**src/rtl/apb_pkg.sv**
```systemverilog
// Shared definitions for the APB requester: FSM encoding and default geometry.
package apb_pkg;

  typedef enum logic [1:0] {
    IDLE   = 2'b00,
    SETUP  = 2'b01,
    ACCESS = 2'b10
  } apb_state_e;

  localparam int unsigned APB_WIDTH_DEF   = 8;
  localparam int unsigned APB_TIMEOUT_DEF = 15;

endpackage

```
**src/rtl/apb_wait_timer.sv**
```systemverilog
// Counts PREADY-low ACCESS cycles; expired asserts once the count reaches LIMIT.
module apb_wait_timer #(
  parameter int unsigned LIMIT = 15
) (
  input  logic clk,
  input  logic rst_n,
  input  logic clear,
  input  logic en,
  output logic expired
);

  localparam logic [7:0] LIMIT_C = 8'(LIMIT);

  logic [7:0] cnt_q;
  logic [7:0] cnt_d;

  assign expired = (cnt_q >= LIMIT_C);

  // Saturate at the limit so the count can never wrap while stalled
  always_comb begin
    cnt_d = cnt_q;
    if (clear) begin
      cnt_d = '0;
    end else if (en && !expired) begin
      cnt_d = cnt_q + 8'd1;
    end
  end

  always_ff @(posedge clk) begin
    if (!rst_n) begin
      cnt_q <= '0;
    end else begin
      cnt_q <= cnt_d;
    end
  end

endmodule

```
**src/rtl/apb_master.sv**
```systemverilog
// APB requester: takes single local read/write commands and runs SETUP/ACCESS
// towards two slaves, with wait-state support and a stall timeout.
module apb_master
  import apb_pkg::*;
#(
  parameter int unsigned WIDTH   = APB_WIDTH_DEF,
  parameter int unsigned TIMEOUT = APB_TIMEOUT_DEF
) (
  input  logic             i_PCLK,
  input  logic             i_PRESETn,
  input  logic             i_transfer,
  input  logic             i_write,
  input  logic [WIDTH-1:0] i_addr,
  input  logic [WIDTH-1:0] i_wdata,
  output logic             o_ready,
  output logic             o_done,
  output logic             o_error,
  output logic [WIDTH-1:0] o_rdata,
  output logic             o_PSEL1,
  output logic             o_PSEL2,
  output logic             o_PENABLE,
  output logic             o_PWRITE,
  output logic [WIDTH-1:0] o_PADDR,
  output logic [WIDTH-1:0] o_PWDATA,
  input  logic [WIDTH-1:0] i_PRDATA1,
  input  logic [WIDTH-1:0] i_PRDATA2,
  input  logic             i_PREADY1,
  input  logic             i_PREADY2
);

  apb_state_e       state_q, state_d;
  logic             pwrite_q, pwrite_d;
  logic [WIDTH-1:0] paddr_q, paddr_d;
  logic [WIDTH-1:0] pwdata_q, pwdata_d;
  logic [WIDTH-1:0] rdata_q, rdata_d;
  logic             psel1_q, psel1_d;
  logic             psel2_q, psel2_d;
  logic             penable_q, penable_d;
  logic             done_q, done_d;
  logic             error_q, error_d;

  logic             pready_sel;
  logic [WIDTH-1:0] prdata_sel;
  logic             accept;
  logic             expired;

  // Only the slave addressed by the latched MSB is listened to
  assign pready_sel = paddr_q[WIDTH-1] ? i_PREADY2 : i_PREADY1;
  assign prdata_sel = paddr_q[WIDTH-1] ? i_PRDATA2 : i_PRDATA1;

  assign o_ready = (state_q == IDLE) || ((state_q == ACCESS) && pready_sel);
  assign accept  = i_transfer && o_ready;

  apb_wait_timer #(
    .LIMIT (TIMEOUT)
  ) u_wait_timer (
    .clk     (i_PCLK),
    .rst_n   (i_PRESETn),
    .clear   (state_q != ACCESS),
    .en      ((state_q == ACCESS) && !pready_sel),
    .expired (expired)
  );

  always_comb begin
    state_d  = state_q;
    pwrite_d = pwrite_q;
    paddr_d  = paddr_q;
    pwdata_d = pwdata_q;
    rdata_d  = rdata_q;
    done_d   = 1'b0;
    error_d  = 1'b0;

    unique case (state_q)
      IDLE: begin
        if (i_transfer) state_d = SETUP;
      end
      SETUP: begin
        state_d = ACCESS;
      end
      ACCESS: begin
        // Ready takes priority over an expiring wait count
        if (pready_sel) begin
          done_d = 1'b1;
          if (!pwrite_q) rdata_d = prdata_sel;
          state_d = i_transfer ? SETUP : IDLE;
        end else if (expired) begin
          done_d  = 1'b1;
          error_d = 1'b1;
          state_d = IDLE;
        end
      end
      default: begin
        state_d = IDLE;
      end
    endcase

    if (accept) begin
      pwrite_d = i_write;
      paddr_d  = i_addr;
      pwdata_d = i_wdata;
    end

    // Selects follow the next state and next address so they stay registered
    psel1_d   = (state_d != IDLE) && !paddr_d[WIDTH-1];
    psel2_d   = (state_d != IDLE) &&  paddr_d[WIDTH-1];
    penable_d = (state_d == ACCESS);
  end

  always_ff @(posedge i_PCLK) begin
    if (!i_PRESETn) begin
      state_q   <= IDLE;
      pwrite_q  <= 1'b0;
      paddr_q   <= '0;
      pwdata_q  <= '0;
      rdata_q   <= '0;
      psel1_q   <= 1'b0;
      psel2_q   <= 1'b0;
      penable_q <= 1'b0;
      done_q    <= 1'b0;
      error_q   <= 1'b0;
    end else begin
      state_q   <= state_d;
      pwrite_q  <= pwrite_d;
      paddr_q   <= paddr_d;
      pwdata_q  <= pwdata_d;
      rdata_q   <= rdata_d;
      psel1_q   <= psel1_d;
      psel2_q   <= psel2_d;
      penable_q <= penable_d;
      done_q    <= done_d;
      error_q   <= error_d;
    end
  end

  assign o_PSEL1   = psel1_q;
  assign o_PSEL2   = psel2_q;
  assign o_PENABLE = penable_q;
  assign o_PWRITE  = pwrite_q;
  assign o_PADDR   = paddr_q;
  assign o_PWDATA  = pwdata_q;
  assign o_rdata   = rdata_q;
  assign o_done    = done_q;
  assign o_error   = error_q;

endmodule
```
**config.mk**
```make
export PLATFORM = sky130hd
export DESIGN_NAME = apb_master
export DESIGN_NICKNAME = d
export VERILOG_FILES = /design/src/rtl/apb_pkg.sv /design/src/rtl/apb_wait_timer.sv /design/src/rtl/apb_master.sv
export SDC_FILE = /design/constraint.sdc
export NUM_CORES = 1
export LEC_CHECK = 0
export CAP_MARGIN = 20
export CORE_MARGIN = 10
export CORE_UTILIZATION = 42
export DETAILED_ROUTE_END_ITERATION = 12
export HOLD_SLACK_MARGIN = 0.08
export PLACE_DENSITY = 0.83
export SLEW_MARGIN = 5
export SYNTH_ARGS = -nofsm -noshare
export SYNTH_HDL_FRONTEND = slang
export SYNTH_SLANG_ARGS = --single-unit
export TNS_END_PERCENT = 10
```
**constraint.sdc**
```tcl
create_clock -name i_PCLK -period 2.3 [get_ports i_PCLK]
set_input_delay 0.345 -clock i_PCLK [delete_from_list [all_inputs] [get_ports i_PCLK]]
set_output_delay 0.345 -clock i_PCLK [all_outputs]
set_load 0.02 [all_outputs]
```
Word level (Yosys, flattened, before mapping)
Index checks and enable logic that the tools add are counted.
- add/subtract/negate cells: 1
- eq/ne operators: 4
- bitwise operators: 3
- $lt $le $gt $ge: 1
- mux-type cells: 10
- reductions and logical operators: 16
- operators with widths (operator ; number):
    $mux 8 ; 2
    $add 8x1->8 const B ; 1
    $ge 8x4->1 const B ; 1
    $logic_and 1x1->1 ; 6
    $mux 2 ; 3
    $pmux 2 s3 ; 1
    $eq 2x2->1 const B ; 2
    $mux 1 ; 4
    $logic_not 1->1 ; 3
    $not 1->1 ; 3
    $reduce_and 3->1 ; 1
    $reduce_or 3->1 ; 1
    $eq 2x1->1 const B ; 1
    $logic_not 2->1 ; 1
    $ne 2x2->1 const B ; 1
    $reduce_and 2->1 ; 1
    $reduce_bool 2->1 ; 1
    $reduce_or 2->1 ; 1
    $logic_or 1x1->1 ; 1
- word-level logic and storage cells: 47
- input port bits: 38
- register bits: 40

Logic depth before layout (Yosys ltp)
- depth in word-level cells: 7
- gate-level depth with buffers: 5

Modules after synthesis
Synthesis repeated with hierarchy kept, for this count alone.
- cell total of the unflattened synthesis: 143
- area total of the unflattened synthesis: 1561.5 µm²
- modules (own cells, without submodules) (module ; times used ; cells each ; area an instance (µm²) ; seq. area each (µm²)):
    apb_master ; 1 ; 107 ; 1227.4 ; 640.6
    apb_wait_timer ; 1 ; 36 ; 334.1 ; 160.2

Least setup slack after synthesis
OpenSTA, ideal clock, no wires.
- kind: register to register
- start: reg paddr_q[7] (netlist: o_PADDR[7])
- end: reg u_wait_timer.cnt_q[0]
- cell stages (with the launch flop): 5
- arrival time: 1.679 ns
- path slack: 0.549 ns
- required time: 2.228 ns
- buffers on the path: 1
- period minus slack after synthesis: 1.751 ns
- path through: dfxtp_1 > clkbuf_1 > mux2_2 > or4_1 > a21oi_1
- cells in the longest elaborated chain, start to end: 4
- ends and longest elaborated chain (item ; line ; RTL):
    start: declaration ; apb_master.sv:33 ; logic [WIDTH-1:0] paddr_q, paddr_d;
    start signal: assignment ; apb_master.sv:124 ; paddr_q <= paddr_d;
    $mux 1 ; apb_master.sv:48 ; assign pready_sel = paddr_q[WIDTH-1] ? i_PREADY2 : i_PREADY1;
    $logic_not 1->1 ; apb_master.sv:60 ; .en ((state_q == ACCESS) && !pready_sel),
    $logic_and 1x1->1 ; apb_master.sv:60 ;
    $logic_and 1x1->1 ; apb_wait_timer.sv:24 ; end else if (en && !expired) begin
    end signal: assignment ; apb_wait_timer.sv:33 ; cnt_q <= cnt_d;
    end: declaration ; apb_wait_timer.sv:14 ; logic [7:0] cnt_q;
Every way passes these cells.
A chain may end at the register's enable or synchronous reset.

Final worst setup path
- start: in i_PREADY2
- end: out o_ready
- cells in the longest elaborated chain, start to end: 3
- ends and longest elaborated chain (item ; line ; RTL):
    start: declaration ; apb_master.sv:28 ; input logic i_PREADY2
    $mux 1 ; apb_master.sv:48 ;
    $logic_and 1x1->1 ; apb_master.sv:51 ; assign o_ready = (state_q == IDLE) || ((state_q == ACCESS) && pready_sel);
    $logic_or 1x1->1 ; apb_master.sv:51 ;
    end: declaration ; apb_master.sv:15 ; output logic o_ready,
Every way passes these cells.

==> summary.log <==
qor: synthesis.yosys-mux-area-fraction 16.9%
qor: power.power.combinational.fraction 18.2%
qor: synthesis.synth_most_common_cell sky130_fd_sc_hd__dfxtp_1
qor: synthesis.yosys_synthesis_warning_count 0
qor: power.pwr_density_cell 636 nW/µm²
qor: critical_path.critical_path_required 1.96 ns
qor: critical_path.startpoint_type input pin
qor: sta.timing.max_slew.rel_slack 75.7%
qor: sta.final.period_utilization 90.8%
qor: clock_tree.clock_tree_from_tritoncts yes
qor: clock_tree.clock_tree.htree_level_count 2
qor: synthesis.synth.cells.most_frequent 40 x sky130_fd_sc_hd__dfxtp_1, 35 x sky130_fd_sc_hd__nand2_1, 27 x sky130_fd_sc_hd__mux2i_1
qor: finish.num-nets-final 276
qor: flow_run.drv.max_cap_violation_count 0
qor: clock_tree.cts_setup_buffers 0
qor: synthesis.synth_top_family_by_area simple AND/OR/NAND/NOR gates
qor: critical_path.crit_path_top_delay_cell sky130_fd_sc_hd__clkdlybuf4s50_1
qor: finish.final_design_area_no_fill 2510 µm²
qor: synthesis.async_reset_ff_share 0%
qor: worst_hold_path.hold_path_class reg2reg
qor: synthesis.yosys.area.top_type_share 48.0%
qor: sta.final_period_minus_worst_setup_slack 2.09 ns
qor: die.fp.dieArea 6900 µm²
qor: synthesis.yosysSeqAreaShare 48.0%
qor: synthesis.synth-compound-area-share 10.8%
qor: power.cell_internal_pwr 1210 µW
qor: clock_tree.cts_num_sinks 40
qor: placed_design.postPlaceCellArea 2400 µm²
qor: critical_path.path_delay_family buffers and inverters
qor: critical_path.path_max_fanout 2
qor: critical_path.worstSetupEndpoint o_ready
qor: routing.wirelength 4.09 mm
qor: clock_tree.postCtsHoldBufs 0
qor: routing.drt_iter0_markers 90
qor: power.sum_of_internal_switching_and_leakage_power 1600 µW
qor: global_routing.grt_pass1_wl 6.78 mm
qor: synthesis.post_synth_xor_area_fraction 0%
qor: placed_design.post_dp_hpwl 3.08 mm
qor: placed_design.finalWeightedCongestion 0.747
qor: die.die-height 83.0 µm
qor: die.initial_utilization 44.6%
qor: routing.drt.antenna.violating_nets 0
qor: critical_path.critical_path.max_stage_delay 0.65 ns
qor: synthesis.mappedNetlistNets 210
qor: finish.area.growth.synth_to_final 50.3%
qor: global_routing.globalRouteTotalUtil 11.6%
qor: sta.max_freq 479 MHz
qor: clock_tree.cts.repair.resized 0
qor: clock_tree.max-clock-path-buffers 2
qor: critical_path.worst_r2r_path_depth 3
qor: clock_tree.clk_latency 0.29 ns
qor: outcome.status completed
qor: sta.grt_setup_unrepaired no
qor: sta.worst_pin_slew 0.360 ns
qor: synthesis.mappedNetlistArea 1670 µm²
qor: power.netSwitchingFraction 24.3%
qor: critical_path.setup.worst_path.end_class output pin
qor: global_routing.initial_antenna_violation_count 0
qor: clock_tree.cts_inserted_buffers 5
qor: die.die_w 83.0 µm
qor: sta.fin_setup_tns 0 ns
qor: finish.multi_input_area 798 µm²
qor: power.p_leak 0.00107 µW
qor: critical_path.r2r_slack 0.61 ns
qor: synthesis.synth_enable_flop_cells 0
qor: clock_tree.clock_pin_transition_on_the_worst_setup_and_hold_timing_paths 0.07 ns
qor: power.clock_power_share 35.2%
qor: critical_path.critical_path.reg2reg.endpoint u_wait_timer.cnt_q[0]
qor: global_routing.grt_start_max_net_pins 38
qor: critical_path.worst-setup-path-type in2out
qor: synthesis.post_synth_and_or_nand_nor_area_fraction 19.2%
qor: placed_design.buffer_ports.inserted 68
qor: synthesis.synth_top_cell_by_area sky130_fd_sc_hd__dfxtp_1
qor: synthesis.ys_types 30
qor: finish.final_layout_size_suffix_gt1_share 7.98%
qor: synthesis.synth_area_in_adders 0.750%
qor: power.net-switching-power 388 µW
qor: finish.insertedDiodeCount 0
qor: critical_path.reg2reg_from o_PADDR[7]
qor: global_routing.gr-total-overflow 0
qor: critical_path.cp.depth 4
qor: finish.layout.area.seq 801 µm²
qor: synthesis.post_synthesis_instance_total 171
qor: routing.drc 0
qor: synthesis.synth.avg_cell_area 9.76 µm²
qor: critical_path.timing.critical_path.buf_inv 2
qor: finish.final-instance-count-excl-fill 286
qor: routing.drtPass1Iterations 4
qor: routing.route.vias.total 1,438
qor: critical_path.arrival 1.74 ns
qor: synthesis.synth.top_cells.by_area sky130_fd_sc_hd__dfxtp_1 48%, sky130_fd_sc_hd__mux2i_1 16%, sky130_fd_sc_hd__nand2_1 7.9%, sky130_fd_sc_hd__o211a_1 4.8%, sky130_fd_sc_hd__nand3_1 2.7%
qor: sta.maxSlewViolCount 0
qor: global_routing.grt_pass1_vias 1,423
qor: sta.setup_viol_count_final 0
qor: finish.fillers 317
qor: die.core_area 3740 µm²
qor: critical_path.crit_path_cell_chain clkdlybuf4s50_1 > mux2i_1 > a21oi_1 > clkdlybuf4s50_1
qor: routing.drt-wirelength-per-cell 14.3 µm
qor: placed_design.numPlacedInstances 278
qor: critical_path.cp-startpoint i_PREADY2
qor: sta.worst_clock_skew 0.0105 ns
qor: die.core.rowCount 22
qor: power.power.ir.vdd_worst 0.453 mV
qor: routing.routed_via_density 5.03
qor: sta.timing_hold_violations_final 0
qor: synthesis.synth_register_bits 40
qor: die.number_of_top_level_design_ports 69
qor: critical_path.critical-path-top-cell-by-count sky130_fd_sc_hd__clkdlybuf4s50_1
qor: power.power.sequential.fraction 46.6%
qor: synthesis.synth_ff_type sky130_fd_sc_hd__dfxtp_1
qor: clock_tree.clockRootBuffer sky130_fd_sc_hd__clkbuf_8
==> area by class of cell <==
type | instances | area share, %
Inverter | 3 | 0.449
Multi-Input combinational cell | 114 | 31.8
Tap cell | 48 | 2.39
Clock buffer | 6 | 2.89
Timing Repair Buffer | 73 | 29.1
Sequential cell | 40 | 31.9
Clock inverter | 2 | 1.40
==> stage by stage <==
step,worst slack (ns),hold WS [ns],util [%]
detailed placement,0.188,0.451,64.1
finish,0.212,0.456,67.0
floorplan,0.549,0.431,-
CTS,0.191,0.461,67.0
global route,0.123,0.470,67.0
global placement,0.208,0.442,64.1
==> routing by layer <==
layer | track usage [%] | vias up | part of all wire [%]
met3 | 6.54 | 6 | 10
met2 | 17.4 | 43 | 45
met4 | 5.08 | 0 | 1.3
met5 | 0 | - | 0
li1 | - | 733 | -
met1 | 13.2 | 656 | 44
==> worst min-delay path by stage <==
stage / from / endpoint / slack [ns] / cells past startpoint
finish: o_PADDR[5] / o_PADDR[5] / 0.46 / 2
global placement: o_PWDATA[6] / o_PWDATA[6] / 0.44 / 2
CTS: o_PADDR[6] / o_PADDR[6] / 0.46 / 2
floorplan: u_wait_timer.cnt_q[7] / u_wait_timer.cnt_q[7] / 0.43 / 1
global route: o_PWDATA[7] / o_PWDATA[7] / 0.47 / 2
detailed placement: o_PADDR[6] / o_PADDR[6] / 0.45 / 2
==> registers in the layout, summed over array words and instances, names as in the netlist <==
signal and count:
o_PSEL2 1, o_PADDR 8, state_q 2, o_PSEL1 1
o_error 1, o_PENABLE 1, o_done 1, o_PWDATA 8
u_wait_timer.cnt_q 8, o_rdata 8, o_PWRITE 1
==> placed cells by master (no fill, tap or decap), drive strengths merged, types with 3 or more instances in the layout <==
master and count:
mux2i 27, nand2 35, o41ai 3, or4 3, a21oi 4, dfxtp 40, and2 6, nand3 9
clkdlybuf4s50 68, buf 5, inv 3, clkbuf 6, o211a 8
==> worst reg2reg max path: cells and delay by family (launching register included) <==
kind | cells | cell delay (ns)
multiplexers | 1 | 0.52
flip-flops | 1 | 0.42
AO/OA/AOI/OAI | 1 | 0.14
AND/OR/NAND/NOR | 1 | 0.55
==> power by group through the flow <==
| stage | Clock, µW | Sequential (µW) | Combinational [µW] |
|---|---|---|---|
| after floorplan | 0 | 795 | 103 |
| after global placement | 0 | 759 | 292 |
| after detailed placement | 0 | 760 | 293 |
| after CTS | 570 | 744 | 295 |
| after global routing | 599 | 749 | 315 |
| final | 561 | 744 | 291 |
==> logic make-up (layout without fill, tap and decap cells) <==
family | Yosys count | count (layout)
simple gates | 65 | 65
buf+inv | 17 | 84
fa+ha+maj | 1 | 1
flops | 40 | 40
compound gates | 20 | 20
mux | 28 | 28
Power figures use the tool's default switching activity.
